`src/rtl/register_file_onehot.sv`:
```
// register_file_onehot
// Sixteen-entry register file written through a one-hot select that comes
// straight from the write-address decoder. It has two combinational read
// ports. Any write whose select has more than one bit set is rejected, and
// the rejection is recorded in a sticky error flag. A wrapping counter
// tracks how many writes were committed.
//
// Optional feature, selected by the macro REGFILE_WR_BYPASS_EN:
//   defined   - a legal one-hot write is forwarded to any read port that
//               addresses the same register in the same cycle.
//   undefined - read ports always show stored contents; a write becomes
//               visible on the cycle after its edge.
//
// No handshake: a write is offered with we=1 and commits at the next
// rising edge if wsel is exactly one-hot. Reads never stall.
module register_file_onehot #(
    parameter int WIDTH = 32
) (
    input  logic             clk,
    input  logic             reset,
    input  logic             we,
    input  logic [15:0]      wsel,
    input  logic [WIDTH-1:0] wdata,
    input  logic [3:0]       raddr1,
    input  logic [3:0]       raddr2,
    input  logic             err_clr,
    output logic [WIDTH-1:0] rdata1,
    output logic [WIDTH-1:0] rdata2,
    output logic             onehot_err,
    output logic [7:0]       wr_count
);

    localparam int NREGS = 16;

    logic [WIDTH-1:0] regs [NREGS];

    // Select classification. A nonzero word with only one bit set stays
    // nonzero after clearing its lowest set bit only if more bits were set.
    logic        sel_any;
    logic        sel_single;
    logic        sel_multi;
    logic        wr_commit;
    logic        wr_reject;
    logic [15:0] sel_low_cleared;

    // Classify the select word and qualify it with the global write enable.
    always_comb begin
        sel_low_cleared = wsel & (wsel - 16'd1);
        sel_any         = (wsel != 16'd0);
        sel_single      = sel_any && (sel_low_cleared == 16'd0);
        sel_multi       = sel_any && (sel_low_cleared != 16'd0);
        wr_commit       = we && sel_single;
        wr_reject       = we && sel_multi;
    end

    // Storage. Each entry loads only on a committed write that selects it.
    always_ff @(posedge clk or posedge reset) begin
        if (reset) begin
            for (int i = 0; i < NREGS; i++) begin
                regs[i] <= '0;
            end
        end else if (wr_commit) begin
            for (int i = 0; i < NREGS; i++) begin
                if (wsel[i]) begin
                    regs[i] <= wdata;
                end
            end
        end
    end

    // Sticky reject flag. A new reject at the same edge as a clear keeps the flag set.
    always_ff @(posedge clk or posedge reset) begin
        if (reset) begin
            onehot_err <= 1'b0;
        end else if (wr_reject) begin
            onehot_err <= 1'b1;
        end else if (err_clr) begin
            onehot_err <= 1'b0;
        end
    end

    // Committed-write counter, wraps modulo 256.
    always_ff @(posedge clk or posedge reset) begin
        if (reset) begin
            wr_count <= 8'd0;
        end else if (wr_commit) begin
            wr_count <= wr_count + 8'd1;
        end
    end

`ifdef REGFILE_WR_BYPASS_EN
    // Encoded write index. It is only meaningful when the select is
    // exactly one-hot, and it is only used under that condition.
    logic [3:0] wr_index;
    logic       fwd1;
    logic       fwd2;

    // Convert the one-hot select into a register index for forwarding.
    always_comb begin
        wr_index = 4'd0;
        for (int i = 0; i < NREGS; i++) begin
            if (wsel[i]) begin
                wr_index = 4'(i);
            end
        end
    end

    // Forward only legal writes, and never while reset holds the file at zero.
    always_comb begin
        fwd1 = wr_commit && !reset && (raddr1 == wr_index);
        fwd2 = wr_commit && !reset && (raddr2 == wr_index);
    end

    // Read ports, preferring in-flight write data when it targets the same entry.
    always_comb begin
        rdata1 = fwd1 ? wdata : regs[raddr1];
        rdata2 = fwd2 ? wdata : regs[raddr2];
    end
`else
    // Read ports show stored contents only.
    always_comb begin
        rdata1 = regs[raddr1];
        rdata2 = regs[raddr2];
    end
`endif

endmodule
```
`config.mk`:
```
export PLATFORM = sky130hd
export DESIGN_NAME = register_file_onehot
export DESIGN_NICKNAME = d
export VERILOG_FILES = /design/src/rtl/register_file_onehot.sv
export SDC_FILE = /design/constraint.sdc
export NUM_CORES = 1
export LEC_CHECK = 0
export ABC_AREA = 0
export BUFFER_PORTS_ARGS = -buffer_cell sky130_fd_sc_hd__buf_4
export CAP_MARGIN = 0
export CORE_AREA = 8 8 342 244
export CTS_CLUSTER_SIZE = 8
export DETAILED_ROUTE_END_ITERATION = 16
export DIE_AREA = 0 0 350 252
export GPL_ROUTABILITY_DRIVEN = 0
export PLACE_DENSITY = 0.58
export SYNTH_ARGS = -nofsm -noshare
export SYNTH_HDL_FRONTEND = slang
export SYNTH_SLANG_ARGS = --single-unit
```
`constraint.sdc`:
```
create_clock -name clk -period 47.1 [get_ports clk]
set_clock_uncertainty 0.15 [all_clocks]
set_input_delay 4.71 -clock clk [delete_from_list [all_inputs] [get_ports clk]]
set_output_delay 4.71 -clock clk [all_outputs]
set_load 0.02 [all_outputs]
```
==> results list <==
* Antenna violations before repair: 3
- CTS tree: yes
* Pin count of the biggest net entering global routing: 119
* Mean area per synthesized cell: 17.2 sq um
- Setup slack on the worst flop-to-flop path: between 40000 and 50000 ps
* Number of iterations in the first detailed-routing pass: 5
- The share of the Yosys chip area taken by registers is 48.2%.
- Input and output buffers added on the ports amount to 132.
- Measured on the finished design, the core utilization comes to 39.8%.
* Fraction of registers with async set/reset: 100%
- Total internal power: 0.755 mW
- In this run the static leakage power is 14.6 nW.
- Net Sw Power: about 0.23 mW
- Delay of the slowest cell on the worst path: slightly above 900 ps
- Hold path depth: 1
- After clock tree synthesis, the repair step resized 0 gates.
* Worst Setup Slack post-DPL: ~34000 ps
- CORE AREA: 78000 sq um
- Most repeated cell in the gate-level netlist after synthesis: sky130_fd_sc_hd__dfrtp_1
* Main flop type after synthesis: sky130_fd_sc_hd__dfrtp_1
* Number of synthesized flops with an enable pin: 0
- In this run the worst path has a maximum fanout of 51.
- I/O pin count: 133
- The first global-routing pass estimated about 120000 microns of wire.
- In this run the tightest slew margin relative to its limit is 28.3%.
* Most numerous cell on the critical path: sky130_fd_sc_hd__buf_4
- No sink is reached through more buffers than the 3 on the longest clock path.
- The detailed router finished its first iteration with 1254 violations.
* Total Nets Final: 1722
- STA puts the critical path data required time at 42240 ps.
- For the worst-skew pair, the clock arrives at the later sink with an insertion delay of 600 ps.
* Power per cell area: approximately 32 nW/um^2
- Once the floorplan was initialized, standard cells occupied 34.7% of the core.
* Largest delay share family, worst path: buffers and inverters
- Buffer and inverter count on the worst path: 4
- Crit path cell chain: clkbuf_8, buf_4, buf_4, mux4_2, mux4_2, buf_4
* Cell count after synthesis: approximately 1600
- Number of clock sinks: 521
- The worst setup path is of the input pin to output pin kind.
- Buffers inserted during clock tree synthesis total 75.
- The number of max-slew violations in the final report is 0.
- Synth unique cells: 32
- After clock tree synthesis, the clock-pin slew on the worst setup and hold paths is 50 ps.
- In this run the most critical hold path is launched from wr_count[7].
* Share of layout cells above drive strength 1: between 50% and 60%
- Total Routing Usage GR: 18.0%
- Placed Instances: around 2600
- In this run the critical register-to-register path is launched from wr_count[0].
- Summed over all instances, the cell type with the most area after synthesis is sky130_fd_sc_hd__dfrtp_1.
- Summing all multi-input logic gate instances after layout gives 13400 sq um.
- Width of the die: approximately 350 microns
- Of the total power, the clock network draws 49.4%.
- Synthesis-to-finish area growth: 14.9%
- In this run switching power makes up 23.3% of total power.
* Hold-fix buffer count after cts: 0
* Sequential cell fraction of total power: 45.6%
- Top cell type's share of synthesized area: 48.2%
* Vias in the first global route: approximately 17000
- The cell sitting at the root of the clock tree is a sky130_fd_sc_hd__clkbuf_16.
* Post-DR vias/cell: 5.81
- Die Y: ~250 microns
- Worst Hold End: wr_count[7]
- Syn nets: ~1600
* Final non-filler cell total: 2726
- The synthesized netlist occupies a cell area of 27100 sq um.
* Gr ovfl total: 0
- Crit path launch type: input pin
* Register area: 13000 sq um
* Slew of the pin with the lowest slew margin: between 1000 and 1500 ps
* Outcome: complete, no violations
- Number of rows created at floorplan: 86
- Of the available clock period, the critical path in the final layout requires 27.9%.
* Die Area: 88200 sq um
* RSZ-0062 raised after global routing: false
- The commonest cells after synthesis are sky130_fd_sc_hd__dfrtp_1, sky130_fd_sc_hd__mux4_2, sky130_fd_sc_hd__mux2_2.
- For this run, the number of Yosys warnings is 0.
- Max-cap violations in this run came to 0.
* Routed len/inst: 28.9 microns
- For this block, the via count after detailed routing is 15800.
- Adding up every negative setup slack in the final design gives 0 ps.
* Cell depth of the worst flop-to-flop path: 4
* Remaining design rule violation count: 0
- Half-perimeter wire length of the detailed placement result: 43700 microns
* Final number of hold-violating endpoints: 0
* Count of buffers added by post-CTS timing repair for setup: 0
- The final layout contains routed wiring with a total length of around 79000 microns.
- The synthesized design contains 521 register bits.
- Worst R2R End: wr_count[6]
- Post-layout minimum cycle time: between 10000 and 15000 ps
- Number of failing setup endpoints in the final timing report: 0
- Logic pwr share: 5.1%
- Crit path setup slack, layout: 33960 ps
- Leading cell types by total area after synthesis: sky130_fd_sc_hd__dfrtp_1, sky130_fd_sc_hd__mux4_2, sky130_fd_sc_hd__mux2_2
- Derived from the worst setup path, the maximum achievable clock frequency is 0.0761 GHz.
* Slowest CP cell: sky130_fd_sc_hd__buf_4
- Arrival time reported for the critical path endpoint: a little over 8000 ps
- Antenna-violating nets left: 0
* Worst hold path class: flip-flop to flip-flop
- Highest ir drop seen on vdd: 0.0211 mV
- In this run the number of H-tree levels came out at 3.
- The filler cells instantiated in the layout total around 7000.
- Crit. End Element: output pin
* Power Total: ~0.99 mW
-- placed cells by master, fill, tap and decap left out, drive strengths merged, types with 3 or more instances in the layout --
cell | Yosys | final
and3 | 3 | 3
clkbuf | 73 | 81
nor4 | 4 | 4
nand4 | 4 | 4
nand2 | 16 | 16
nand3 | 5 | 5
buf | 79 | 161
o21ai | 3 | 3
inv | 3 | 6
mux2 | 513 | 513
dfrtp | 521 | 521
xnor2 | 5 | 5
nor3 | 3 | 3
or3 | 3 | 3
mux4 | 320 | 320
-- layout make-up --
cell class	count	share of cell area (%)
antenna	2	0.0161
timing repair buffer	163	4.00
multi-input combinational	897	43.2
sequential	521	41.9
clock buffer	79	6.29
inverter	3	0.0604
tap	1056	4.25
clock inverter	5	0.201
-- sequential cells by signal, indices dropped and copies added (netlist names) --
signal / cells
wr_count: 8
onehot_err: 1
regs: 512
-- worst register-to-register path, delay by kind of cell (launching register included) --
kind,cells,cell delay (ps)
flops,1,420
simple gates,2,350
fa+ha+maj,1,250
xor+xnor,1,140
-- power groups by stage --
stage | Clock [mW] | Combinational, mW | Sequential (mW)
finish | 0.486 | 0.0500 | 0.449
detailed placement | 0 | 0.0515 | 0.456
floorplan | 0 | 0.0318 | 0.457
global placement | 0 | 0.0508 | 0.456
CTS | 0.500 | 0.0515 | 0.449
global route | 0.518 | 0.0549 | 0.448
-- metal layers --
metal  global-route usage, %  routed length [microns]  vias to the layer above
li1                        -                        -                     6405
met1                    26.1                    36400                     8801
met2                    26.5                    35200                      508
met3                    4.92                     5360                      130
met4                    4.60                     1660                        2
met5                       0                       11                        -
-- worst max path at each step --
stage / start / end / slack, ps / depth (start not counted)
finish: raddr1[0] / rdata1[25] / 33960 / 6
global route: raddr1[0] / rdata1[25] / 33720 / 6
CTS: raddr1[0] / rdata1[25] / 33860 / 6
detailed placement: raddr1[0] / rdata1[25] / 33860 / 6
global placement: raddr1[0] / rdata1[25] / 33880 / 6
floorplan: reset / onehot_err / 27690 / 1
-- cell families (layout without fill, tap and decap cells) --
group | Yosys count | after routing | share of synthesized area (%)
adder cells (fa/ha/maj) | 2 | 2 | 0.0832
XOR/XNOR | 7 | 7 | 0.227
AO/OA/AOI/OAI | 13 | 13 | 0.328
AND/OR/NAND/NOR | 42 | 42 | 0.846
multiplexers | 833 | 833 | 48.0
buffers and inverters | 155 | 250 | 2.34
flip-flops | 521 | 521 | 48.2
other | 0 | 2 | 0
-- metrics by stage --
| step | instance area [sq um] | hold WS [ps] |
|---|---|---|
| after global placement | 29100 | 334 |
| after floorplan | 27100 | 326 |
| after detailed placement | 29100 | 324 |
| final | 31100 | 323 |
| after CTS | 31100 | 334 |
| after global routing | 31100 | 371 |
(Power assumes the default switching activity.)
